## src/rtl/if_stage.sv

```systemverilog
// if_stage: owns the fetch PC, drives a single-outstanding imem port, fills IF/ID.
// Define IF_MISALIGN_EXP_EN to report misaligned redirect targets on if_exp_code.
`ifndef HART_STATE_B
`define HART_STATE_B 1:0
`endif
`ifndef EXP_CODE_BUS
`define EXP_CODE_BUS 3:0
`endif
`ifndef EXP_NO_EXP
`define EXP_NO_EXP 4'h0
`endif
`ifndef EXP_MISS_ALIGN
`define EXP_MISS_ALIGN 4'h1
`endif

module if_stage #(
    parameter logic [31:0] RESET_VECTOR = 32'h0000_0000,
    parameter logic [31:0] NOP_INSN     = 32'h0000_0013
) (
    input  logic                 clk,
    input  logic                 reset,
    input  logic                 stall,
    input  logic                 flush,
    input  logic [31:0]          new_pc,
    input  logic                 br_taken,
    input  logic [31:0]          br_addr,
    input  logic [`HART_STATE_B] hart_st,
    output logic                 imem_req,
    output logic [31:0]          imem_addr,
    input  logic                 imem_ack,
    input  logic [31:0]          imem_rd_data,
    output logic [31:0]          pc,
    output logic [31:0]          if_pc,
    output logic [31:0]          if_insn,
    output logic                 if_en,
`ifdef IF_MISALIGN_EXP_EN
    output logic [`EXP_CODE_BUS] if_exp_code,
`endif
    output logic [`HART_STATE_B] if_hart_st
);

    typedef enum logic [1:0] {
        IDLE,
        FETCH,
        HOLD,
        DRAIN
    } state_t;

    state_t               state;
    logic [31:0]          fetch_pc;
    logic [31:0]          hold_pc;
    logic [31:0]          hold_insn;
    logic [`HART_STATE_B] hold_hart_st;
    logic                 redirect;
    logic [31:0]          target;
    logic [31:0]          target_al;

    assign redirect  = flush | br_taken;
    assign target    = flush ? new_pc : br_addr;
    assign target_al = target & ~32'h3;

    // Fetch FSM: request port, IF/ID register and stall hold buffer.
    always_ff @(posedge clk or negedge reset) begin
        if (!reset) begin
            state        <= IDLE;
            imem_req     <= 1'b0;
            imem_addr    <= RESET_VECTOR;
            fetch_pc     <= RESET_VECTOR;
            pc           <= RESET_VECTOR;
            if_pc        <= RESET_VECTOR + 32'd4;
            if_insn      <= NOP_INSN;
            if_en        <= 1'b0;
            if_hart_st   <= '0;
            hold_pc      <= RESET_VECTOR;
            hold_insn    <= NOP_INSN;
            hold_hart_st <= '0;
`ifdef IF_MISALIGN_EXP_EN
            if_exp_code  <= `EXP_NO_EXP;
`endif
        end else if (redirect) begin
            fetch_pc <= target_al;
            if_insn  <= NOP_INSN;
            if_en    <= 1'b0;
`ifdef IF_MISALIGN_EXP_EN
            if_exp_code <= `EXP_NO_EXP;
            if (target[1:0] != 2'b00) begin
                pc          <= target;
                if_pc       <= target + 32'd4;
                if_en       <= 1'b1;
                if_hart_st  <= hart_st;
                if_exp_code <= `EXP_MISS_ALIGN;
            end
`endif
            // An unanswered request must still complete before refetching.
            if ((state == FETCH || state == DRAIN) && !imem_ack) begin
                state    <= DRAIN;
                imem_req <= 1'b1;
            end else begin
                state     <= FETCH;
                imem_req  <= 1'b1;
                imem_addr <= target_al;
            end
        end else begin
            unique case (state)
                IDLE: begin
                    state     <= FETCH;
                    imem_req  <= 1'b1;
                    imem_addr <= fetch_pc;
                end
                FETCH: begin
                    if (imem_ack) begin
                        fetch_pc <= fetch_pc + 32'd4;
                        if (stall) begin
                            hold_pc      <= fetch_pc;
                            hold_insn    <= imem_rd_data;
                            hold_hart_st <= hart_st;
                            state        <= HOLD;
                            imem_req     <= 1'b0;
                        end else begin
                            pc         <= fetch_pc;
                            if_pc      <= fetch_pc + 32'd4;
                            if_insn    <= imem_rd_data;
                            if_en      <= 1'b1;
                            if_hart_st <= hart_st;
`ifdef IF_MISALIGN_EXP_EN
                            if_exp_code <= `EXP_NO_EXP;
`endif
                            imem_addr  <= fetch_pc + 32'd4;
                        end
                    end else if (!stall) begin
                        if_en <= 1'b0;
                    end
                end
                HOLD: begin
                    if (!stall) begin
                        pc         <= hold_pc;
                        if_pc      <= hold_pc + 32'd4;
                        if_insn    <= hold_insn;
                        if_en      <= 1'b1;
                        if_hart_st <= hold_hart_st;
`ifdef IF_MISALIGN_EXP_EN
                        if_exp_code <= `EXP_NO_EXP;
`endif
                        state      <= FETCH;
                        imem_req   <= 1'b1;
                        imem_addr  <= fetch_pc;
                    end
                end
                DRAIN: begin
                    if (!stall) begin
                        if_en <= 1'b0;
                    end
                    if (imem_ack) begin
                        state     <= FETCH;
                        imem_addr <= fetch_pc;
                    end
                end
                default: begin
                    state    <= IDLE;
                    imem_req <= 1'b0;
                end
            endcase
        end
    end

endmodule
```

## config.mk

```make
export PLATFORM = sky130hd
export DESIGN_NAME = if_stage
export DESIGN_NICKNAME = d
export VERILOG_FILES = /design/src/rtl/if_stage.sv
export SDC_FILE = /design/constraint.sdc
export NUM_CORES = 1
export LEC_CHECK = 0
export CORE_UTILIZATION = 53
export CTS_CLUSTER_SIZE = 14
export DETAILED_ROUTE_END_ITERATION = 8
export PLACE_DENSITY = 0.82
export REMOVE_ABC_BUFFERS = 1
export SYNTH_ARGS = -nofsm -noshare
export SYNTH_HDL_FRONTEND = slang
export SYNTH_SLANG_ARGS = --single-unit
```

## constraint.sdc

```tcl
create_clock -name clk -period 2.8 [get_ports clk]
set_input_delay 0.28 -clock clk [delete_from_list [all_inputs] [get_ports clk]]
set_output_delay 0.28 -clock clk [all_outputs]
set_load 0.005 [all_outputs]
```

==> results of run 1 <==
==> cells by family (layout without fill, tap and decap cells) <==
group,count (synthesis),in the layout,synth area share
adder cells (fa/ha/maj),6,6,0.006284
AND/OR/NAND/NOR,375,375,0.1521
buffers and inverters,124,332,0.04535
flip-flops,222,222,0.4658
other,1,6,0.0003139
multiplexers,143,143,0.1264
XOR/XNOR,58,58,0.04252
AO/OA/AOI/OAI,301,301,0.1613
==> cell usage after synthesis, drive strengths merged, types with 8 or more instances <==
cell type  number
o21a            8
o221ai          8
nand3          43
xor2           29
dfrtp         215
nand2         163
nor3           14
and3           22
o21ai          89
buf            42
clkbuf         71
nand4          23
a2bb2oi        11
xnor2          29
o211ai         14
mux2           63
nor4           19
o31ai          36
a21oi          62
a31oi          14
a22oi          25
inv            11
nor2           57
mux2i          80
==> where the power goes <==
group          switching [mW]  internal (mW)
combinational            1.75           2.31
clock                    1.32           1.81
sequential              0.972           4.36
==> repair_timing <==
| action | in CTS | in global routing |
|---|---|---|
| hold buffers | 1 | 0 |
| hold endpoints to repair | 68 | 0 |
| setup buffers | 0 | 0 |
==> path summary, 6_finish.rpt <==
kind | startpoint | slack [ns] | cells after the start | to
setup / recovery | fetch_pc[7] | 0.33 | 5 | fetch_pc[30]
setup reg to reg | fetch_pc[7] | 0.33 | 5 | fetch_pc[30]
max in group asynchronous | reset | 1.62 | 3 | if_insn[0]
min in group clk | imem_rd_data[1] | 0.39 | 3 | if_insn[1]
hold reg to reg | if_insn[16] | 0.48 | 2 | if_insn[16]
hold / removal | reset | 0.32 | 2 | hold_pc[13]
==> final cells by class <==
cell class / instances / area (um^2) / area share
Multi-Input combinational cell: 889 / 5907 / 0.3848
Sequential cell: 222 / 5564 / 0.3625
Timing Repair Buffer: 278 / 2715 / 0.1769
Clock buffer: 33 / 685.7 / 0.04467
Tap cell: 280 / 350.3 / 0.02282
Clock inverter: 10 / 87.58 / 0.005705
Inverter: 11 / 41.29 / 0.002690
==> routing by layer <==
layer  vias to the layer above  global-route usage  wire length, um
met3                       123             0.09101             3810
met5                         -                   0                0
li1                       4820                   -                -
met4                         0              0.1356             1669
met1                      5166              0.3687            13280
met2                       555              0.4865            16040
==> critical path, cell delays in order (launching register included) <==
cell,delay (ns)
dfrtp_1,0.56
nand2_2,0.31
or4_4,0.69
or3_4,0.42
o21a_1,0.19
o22a_1,0.18
==> registers in the layout, summed over array words and instances, names as in the netlist <==
signal	flops
hold_pc	30
fetch_pc	30
if_en	1
hold_insn	32
if_insn	32
state	2
imem_addr	30
if_pc	30
hold_hart_st	2
imem_req	1
pc	30
if_hart_st	2
==> impl.org, run 1 <==
** Run status
- The run finished, with violations left.
- The checks that failed: DRC.

** Route
- Routed vias :: about 11,000
- Post-route DRC :: 28
- Average vias per placed instance :: around 6.2
- Once detail routing completed, the nets flagged for antenna violations numbered 0.
- For this block, the initial DRC count from the detailed router was approximately 1,000.
- Post-detailed-routing wire length :: 34,790 um
- Dividing the detail-routed wire length by the instance count gives between 20 and 25 um.
- Before antenna repair, the detailed router went through 8 iterations.

** Worst hold path
- The worst hold path belongs to the class in -> async.

** Placement
- Final HPWL from detailed placement :: 24,300 um
- Setup Slack @ Placement :: ~0.32 ns
- IO Port Bufs :: 225
- Routability-driven placement finished with a final weighted congestion of approximately 0.91.
- In this run, placement finished with an instance count of ~1,700.
- Area after DPL :: 14,570 um^2

** Flow run
- Across the run, the number of max-cap violations was 0.

** STA
- Setup violations remaining at the end of the flow were counted as 0.
- The clock arrives with approximately 0.011 ns of skew.
- Slew Limit Headroom :: 0.5233
- Final critical path time including I/O delays and setup :: between 2 and 2.5 ns
- Setup repair after global routing left no endpoint under its margin.
- Final cycle utilization of the critical path :: 0.8814
- Max Fclk :: 405.2 MHz
- The final-report hold violation count is 0.
- Hold is met by between 0.3 and 0.4 ns.
- Final critical-path setup slack :: about 0.33 ns
- Total negative setup slack :: 0 ns
- Max-slew violation count :: 0
- Pin slew with the least headroom to its limit :: 0.7085 ns

** Logic synthesis
- After synthesis, the netlist uses 60 different library cells.
- Count of flip-flops with a built-in enable after synthesis :: 0
- Of the post-synthesis cell area, the dominant cell type holds 0.4504.
- Summed instance area of the synthesized netlist :: 11,950 um^2
- For this run, the register share of the synthesized area comes to 0.4658.
- Cell types occupying the most area after synthesis :: dfrtp_1 (45%), mux2i_1 (6.7%), mux2_2 (5.9%)
- Ys async rst share :: 1.000
- Counting flops and latches in the post-synthesis netlist gives 222.
- Main synth FF type :: dfrtp_1
- Synth Area per Inst :: roughly 9.7 um^2
- After technology mapping, the gate count stands at roughly 1,200.
- For this run, the number of Yosys warnings is 0.
- The synthesized design spends more area on one cell type than any other, namely dfrtp_1.

** Clock network
- Gates resized during post-CTS repair numbered 0.
- Clock Pin Slew Worst Setup and Hold Paths :: about 0.06 ns
- Total number of H-tree levels :: 1
- In this run the deepest clock path goes through 3 buffers.
- TritonCTS built the clock tree.
- Latest clock arrival within the worst-skew pair :: around 0.52 ns
- Root buf cell :: clkbuf_16
- Buffers inserted during clock tree synthesis total 24.
- Counting every sink on the clock net gives approximately 220.

** GRT
- Global router's overall resource usage :: 0.2997
- The number of global-route vias before repair is 10,630.
- Number of antenna violations at the first check in global routing :: 0
- Entering global routing, the biggest net connects a little over 70 pins.
- Global-route wire length before repair :: between 50,000 and 60,000 um
- Remaining global-route overflow :: 0

** Critical path
- In this run the worst path has a maximum fanout of 15.
- Critical path start-end classification :: reg -> reg
- CP Launch Type :: flip-flop
- STA classifies the critical path endpoint as a flip-flop.
- Req. time, crit path :: 3.20 ns
- For the worst setup path, the data arrival time is between 2 and 3 ns.

** Floorplanning
- Overall die area :: around 23,000 um^2
- The floorplan step set the die height to roughly 150 um.
- For this configuration, the core starts out at a cell density of 0.5440.
- Measured along the x axis, the die boundary spans 152.1 um.
- Core Rows :: between 50 and 60
- Pin placement for this block handled between 200 and 250 I/O pins.
- The core region is around 22,000 um^2.

** Final layout
- For this run, the number of standard cells in the final layout without fillers is 1,723.
- Final Core Density :: 0.6991
- Of the cells placed in the final design, the portion with a size suffix greater than 1 is 0.1234.
- Commonest non-fill, non-tap cell in the layout :: clkdlybuf4s50_1
- Most frequent cells in the layout :: clkdlybuf4s50_1 (223), dfrtp_1 (215), nand2_1 (162)
- After the last flow step, the layout net total stands at about 1,500.
- The area growth from synthesis to layout is 28.50%.
- The number of antenna diodes in the final layout is 0.
- Fill cells in the final layout number 1,632.
- Final instance area :: ~15,000 um^2

** Power
- Leak :: 6.275 nW
- IR analysis of the VDD net gives a maximum drop of between 0.6 and 0.7 mV.
- Dividing total power by cell area gives a power density of approximately 820 nW/um^2.
- Power Total :: about 13 mW
(Power assumes the default switching activity.)
==> inputs of run 2 (changes only) <==
CORE_ASPECT_RATIO = 0.75   (was unset)
==> impl.org, run 2 (synthesized netlist as in run 1, its figures left out) <==
** GRT
- Global router's overall resource usage :: 0.3119 (was 0.2997)
- The first-pass GRT wire length was 56,780 um (was 55,650 um).
- The initial antenna violation count is 1 (was 0).
- The aggregate global routing overflow is 0 (unchanged).
- Vias in the first global route :: 10,380 (was 10,630)
- The largest net degree at the start of global routing was 88 (was 72).

** Clock network
- The latest clock arrival within the worst-skew pair is 0.51 ns (was 0.52 ns).
- The clock edge transition at the registers on the reported setup and hold paths came to 0.06 ns (about the same).
- Post-cts resize count :: 0 (unchanged)
- Number of clock buffers inserted by TritonCTS :: 23 (was 24)
- The level count of the clock H-tree came to 1 (unchanged).
- Clock tree from TritonCTS :: done (unchanged)
- Root buf cell :: clkbuf_16 (unchanged)
- The TritonCTS sink count was 222 (unchanged).
- Clk buf depth :: 3 (unchanged)

** Power
- Switching part of the total :: 0.3249 (was 0.3224)
- The net switching power came to 4.009 mW (was 4.036 mW).
- Power Total :: 12.34 mW (was 12.52 mW)
- The power density over the cells came to 804.1 nW/um^2 (was 815.5 nW/um^2).
- The static power due to leakage came to 6.271 nW (was 6.275 nW).
- Fraction of power consumed by combinational cells :: 0.333 (was 0.324)
- Part of the power in the clock network :: 0.236 (was 0.250)
- Part of the total power dissipated in sequential elements :: 0.431 (was 0.426)
- The internal portion of total power is 8.328 mW (was 8.482 mW).
- The highest ir drop seen on vdd is 0.5076 mV (was 0.6044 mV).

** Placement
- The half-perimeter wire length after placement is 25,380 um (was 24,300 um).
- IO Port Bufs :: 225 (unchanged)
- The final weighted congestion in routability-driven placement was 0.9404 (was 0.9067).

** Critical path
- The beginning of the worst register-to-register path was state[0] (was fetch_pc[7]).
- The reg-to-reg setup timing slack came to 0.20 ns (was 0.33 ns).
- The endpoint of the most critical setup path is if_hart_st[1] (was fetch_pc[30]).
- The required time of the critical path came to 3.18 ns (was 3.20 ns).
- The critical path class was reg -> reg (unchanged).
- The critical path startpoint category is a flip-flop (unchanged).
- The largest driver fanout on the critical path was 19 (was 15).
- The launching instance or port of the critical path was state[0] (was fetch_pc[7]).
- Data arrival time of the worst path :: 2.98 ns (was 2.87 ns)
- RR Endpoint :: if_hart_st[1] (was fetch_pc[30])
- The worst reg-to-reg path cell count is 7 (was 5).
- Kind of end point of the critical path :: flip-flop (unchanged)

** Final layout
- Post-layout nets :: 1,541 (was 1,536)
- Filler Cell Count :: 1,720 (was 1,632)
- Area growth from synthesis to final layout :: 28.44% (was 28.50%)
- Most frequent cells in the layout: clkdlybuf4s50_1 (224), dfrtp_1 (215), nand2_1 (162) (was clkdlybuf4s50_1 (223), dfrtp_1 (215), nand2_1 (162)).
- Regs by FF count: hold_insn x32, if_insn x32 (unchanged).
- Proportion of layout cells with a drive suffix above 1 :: 0.1223 (was 0.1234)
- Number of inserted diodes :: 0 (unchanged)
- The most common cell after layout, fill and taps aside is clkdlybuf4s50_1 (unchanged).

** STA
- The final total negative setup slack was 0 ns (unchanged).
- Final critical path time including I/O delays and setup :: 2.602 ns (was 2.468 ns)
- The maximum clock skew at final layout was 0.01541 ns (was 0.01133 ns).
- Unrepaired setup endpoints after global routing: no (unchanged).
- Max-slew violation count :: 0 (unchanged)
- The share of the clock period used by the worst path after layout came to 0.9293 (was 0.8814).
- Slew Limit Headroom :: 0.2883 (was 0.5233)
- Pin slew with the least headroom to its limit :: 1.063 ns (was 0.7085 ns)
- The maximum clock frequency was 384.3 MHz (was 405.2 MHz).
- The number of setup violations in the final report was 0 (unchanged).
- Number of endpoints with negative hold slack in the final report :: 0 (unchanged)

** Route
- Routed vias :: 10,820 (was 10,660)
- Iteration-0 DRC count of the detailed router :: 1,090 (was 995)
- Number of optimization iterations in the first detailed-route pass :: 6 (was 8)
- The routed length per placed instance came to 20.55 um (was 20.19 um).
- DRT antenna net count :: 0 (unchanged)
- The routed wire length is 35,780 um (was 34,790 um).
- Average vias per placed instance :: 6.216 (was 6.189)
- The DRC violations left came to 0 (was 28).

** Floorplanning
- The vertical extent of the die was 132.0 um (was 152.1 um).
- Core Rows :: 47 (was 54)
- Initial cell density of the core :: 0.5403 (was 0.5440)
- Count of pins on the block boundary :: 236 (unchanged)
- The die area came to 23,150 um^2 (about the same).
- Width of the die :: 175.4 um (was 152.1 um)
- The core outline area came to 22,110 um^2 (was 21,960 um^2).

** Flow run
- Max-cap viol count :: 0 (unchanged)

** Run status
- Status: completed (was finished, violations left).

** Worst hold path
- The classification of the worst-slack hold path is in -> async (unchanged).
## run 2: cell types whose count changed in the layout (fill, tap and decap cells not counted), moves of 2 or more
cell / change
clkinvlp_4: -2
clkinv_4: -2
clkbuf_1: +4
buf_4: +6
clkbuf_16: -2
clkbuf_8: +2
## run 2: per-stage QoR
stage	area [um^2]	util	std cells	setup slack, ns	hold WS (ns)
after floorplan	11460	-	1122	-5.073	-0.01559
after global placement	14640	0.6619	1699	0.2264	0.3522
after detailed placement	14640	0.6619	1699	0.1204	0.3534
after CTS	15340	0.6939	1741	0.2997	0.3854
after global routing	15340	0.6939	1741	0.1023	0.4114
final	15340	0.6939	1741	0.1979	0.3870
## run 2: worst min path at each step
stage                           from            end  depth (start not counted)  slack [ns]
floorplan                      reset   fetch_pc[10]                          0       -0.02
global placement               reset    if_insn[20]                          1        0.35
finish                         reset    if_insn[20]                          2        0.39
CTS                        new_pc[9]    fetch_pc[9]                          2        0.39
global route        imem_rd_data[20]  hold_insn[20]                          2        0.41
detailed placement             reset  if_hart_st[1]                          1        0.35
## run 2: critical path, stage by stage, from the launching register on
cell	delay, ns
dfrtp_1	0.44
inv_1	0.15
ha_4	0.19
a21oi_1	0.10
o211ai_1	0.85
buf_4	0.37
buf_4	0.24
o21ai_0	0.13
## run 2: layout make-up
type	count	area (um^2)	share of cell area
tap	294	367.9	0.02397
sequential	222	5564	0.3626
multi-input combinational	889	5907	0.3850
clock inverter	4	20.02	0.001305
clock buffer	37	678.2	0.04420
inverter	11	41.29	0.002691
timing repair buffer	284	2765	0.1802
## run 2: power by group through the flow
stage / sequential (mW) / combinational (mW) / clock (mW)
2_1_floorplan: 5.19 / 1.77 / 0
3_3_place_gp: 5.28 / 3.95 / 0
3_5_place_dp: 5.35 / 4.09 / 0
4_1_cts: 5.30 / 4.12 / 2.94
5_1_grt: 5.46 / 4.46 / 3.08
6_report: 5.32 / 4.11 / 2.91
## run 2: timing repair
item | in CTS | in global routing
setup buffers | 0 | 0
hold buffers | 1 | 0
endpoints found under the hold margin | 84 | 0
## run 2: per-layer routing
layer | routed length, um | part of all wire | GRT usage
met3 | 3623 | 0.10 | 0.07238
met5 | 0 | 0 | 0
met1 | 15200 | 0.42 | 0.4476
met2 | 16070 | 0.45 | 0.4771
met4 | 895 | 0.025 | 0.07971
==> inputs of run 3 (changes only) <==
CORE_UTILIZATION = 40   (was 53)
PLACE_DENSITY = unset   (was 0.82)
==> impl.org, run 3 (synthesized netlist as in run 1, its figures left out) <==
** GRT
- The number of global-route vias before repair was 9,873 (was 10,380).
- Global router's overall resource usage :: 0.2418 (was 0.3119)
- The initial antenna violation count came to 1 (unchanged).
- Global-route wire length before repair :: 57,460 um (was 56,780 um)
- The largest net degree at the start of global routing is 79 (was 88).
- The aggregate global routing overflow was 0 (unchanged).

** Final layout
- Most frequent cells in the layout :: clkdlybuf4s50_1 (223), dfrtp_1 (215), nand2_1 (162) (was clkdlybuf4s50_1 (224), dfrtp_1 (215), nand2_1 (162))
- The number of antenna repair diodes was 0 (unchanged).
- Area growth from synthesis to final layout :: 31.92% (was 28.44%)
- The ratio of cells with drive above 1 in the final layout is 0.1325 (was 0.1223).
- The area used by multi-input combinational logic was 5907 um^2 (unchanged).
- The most common cell after layout, fill and taps aside is clkdlybuf4s50_1 (unchanged).
- Filler Cell Count :: 2,645 (was 1,720)
- The final net count came to 1,549 (was 1,541).
- Regs by FF count: hold_insn x32, if_insn x32 (unchanged).
- The sequential cell area was 5564 um^2 (unchanged).

** Route
- The number of DRC violations after detailed-routing iteration 0 came to 678 (was 1,090).
- The total number of vias came to 10,340 (was 10,820).
- DRT antenna net count :: 0 (unchanged)
- Post-detailed-routing wire length :: 37,300 um (was 35,780 um)
- The per-cell via count in the routed design was 5.592 (was 6.216).
- Number of optimization iterations in the first detailed-route pass :: 5 (was 6)
- The routed length per placed instance came to 20.17 um (was 20.55 um).
- The DRC violations left came to 0 (unchanged).

** Critical path
- The reg-to-reg setup timing slack is 0.31 ns (was 0.20 ns).
- The data arrival time at the worst-slack endpoint was 2.89 ns (was 2.98 ns).
- Maximum fanout count along the critical path :: 10 (was 19)
- Kind of end point of the critical path :: flip-flop (unchanged)
- Critical path start-end classification :: reg -> reg (unchanged)
- CP Launch Type :: flip-flop (unchanged)
- Req. time, crit path :: 3.21 ns (was 3.18 ns)

** Placement
- The final weighted congestion in routability-driven placement is 0.9138 (was 0.9404).
- The pre-CTS setup slack is 0.2985 ns (was 0.1204 ns).
- IO Port Bufs :: 225 (unchanged)
- The half-perimeter wire length after placement is 26,760 um (was 25,380 um).

** Power
- Fraction of power consumed by combinational cells :: 0.318 (was 0.333)
- Part of the power in the clock network :: 0.280 (was 0.236)
- The power density over the cells is 831.9 nW/um^2 (was 804.1 nW/um^2).
- Part of the total power dissipated in sequential elements :: 0.402 (was 0.431)
- Leak :: 6.429 nW (was 6.271 nW)
- The net switching power came to 4.081 mW (was 4.009 mW).
- The internal portion of total power is 9.031 mW (was 8.328 mW).
- Switching part of the total :: 0.3112 (was 0.3249)
- The highest ir drop seen on vdd came to 0.3993 mV (was 0.5076 mV).

** Floorplanning
- The die width came to 201.6 um (was 175.4 um).
- Count of pins on the block boundary :: 236 (unchanged)
- Overall die height :: 151.7 um (was 132.0 um)
- The floorplan row count is 54 (was 47).
- Overall die area :: 30,570 um^2 (was 23,150 um^2)
- The starting density of the core is 0.4093 (was 0.5403).
- Core Area :: 29,190 um^2 (was 22,110 um^2)

** STA
- Hold Slack :: 0.2053 ns (was 0.3870 ns)
- The number of pins exceeding their max-slew limit in the final report was 0 (unchanged).
- Unrepaired setup endpoints after global routing :: no (unchanged)
- Max Fclk :: 401.9 MHz (was 384.3 MHz)
- The number of setup violations in the final report was 0 (unchanged).
- The relative max-transition margin is 0.5685 (was 0.2883).
- The minimum clock period after layout is 2.488 ns (was 2.602 ns).
- The final worst slack came to 0.3120 ns (was 0.1979 ns).
- Maximum clock skew at final layout :: 0.01127 ns (was 0.01541 ns)
- The slew at the pin closest to its max-slew limit came to 0.6472 ns (was 1.063 ns).
- Final cycle utilization of the critical path :: 0.8886 (was 0.9293)
- The final-report hold violation count is 0 (unchanged).

** Clock network
- Total number of H-tree levels :: 1 (unchanged)
- The buffer cell driving the clock tree root is clkbuf_16 (unchanged).
- Clock tree from TritonCTS :: done (unchanged)
- The clock edge transition at the registers on the reported setup and hold paths was 0.06 ns (about the same).
- The TritonCTS sink count was 222 (unchanged).
- # Post-CTS Setup Buffers :: 0 (unchanged)
- The latest clock arrival within the worst-skew pair was 0.52 ns (was 0.51 ns).
- Number of clock buffers inserted by TritonCTS :: 25 (was 23)
- Clk buf depth :: 3 (unchanged)

** Run status
- Status: completed (unchanged).

** Worst hold path
- The classification of the worst-slack hold path is in -> reg (was in -> async).

** Flow run
- The number of max-cap violations came to 0 (unchanged).
run 3: final cells by class:
| type | count | area share |
|---|---|---|
| Multi-Input combinational cell | 889 | 0.3748 |
| Sequential cell | 222 | 0.3530 |
| Timing Repair Buffer | 290 | 0.1804 |
| Clock buffer | 34 | 0.04501 |
| Tap cell | 392 | 0.03112 |
| Clock inverter | 11 | 0.01302 |
| Inverter | 11 | 0.002620 |
run 3: worst paths after layout:
path | from | end | cells after the start
min reg2reg | if_insn[23] | if_insn[23] | 2
max reg2reg | fetch_pc[3] | fetch_pc[30] | 6
min in group asynchronous | reset | hold_hart_st[1] | 2
max in group asynchronous | reset | if_insn[26] | 3
min | flush | if_en | 3
max | fetch_pc[3] | fetch_pc[30] | 6
run 3: timing repair:
| action | 4_1_cts | 5_1_grt |
|---|---|---|
| resized for setup | 0 | 0 |
| hold endpoints to repair | 66 | 0 |
| hold buffers | 1 | 0 |
run 3: layer usage:
| metal | track usage | vias up | wire length [um] |
|---|---|---|---|
| met4 | 0.05909 | 2 | 834 |
| met3 | 0.05133 | 48 | 2955 |
| met2 | 0.3559 | 421 | 15630 |
| met5 | 0 | - | 13 |
| met1 | 0.3596 | 4999 | 17860 |
| li1 | - | 4869 | - |
run 3: per-stage QoR:
step | TNS (ns) | power (mW) | instance area, um^2 | cells | util
finish | 0 | 13.11 | 15760 | 1849 | 0.5400
global route | 0 | 13.86 | 15760 | 1849 | 0.5400
CTS | 0 | 13.22 | 15760 | 1849 | 0.5400
detailed placement | 0 | 9.502 | 14840 | 1803 | 0.5083
global placement | 0 | 9.392 | 14840 | 1803 | 0.5083
floorplan | -522.58 | 6.960 | 11460 | 1122 | -
run 3: power by group through the flow:
stage / clock, mW / combinational (mW) / sequential [mW]
global route: 3.87 / 4.56 / 5.43
CTS: 3.75 / 4.20 / 5.28
finish: 3.67 / 4.16 / 5.27
floorplan: 0 / 1.77 / 5.19
detailed placement: 0 / 4.18 / 5.32
global placement: 0 / 4.11 / 5.28
run 3: critical path: stages (launching register included):
cell and delay (ns):
dfrtp_1 0.35, ha_1 0.28, nand3_1 0.24, or4_4 0.71
or3_4 0.43, o21a_1 0.19, o22a_1 0.19
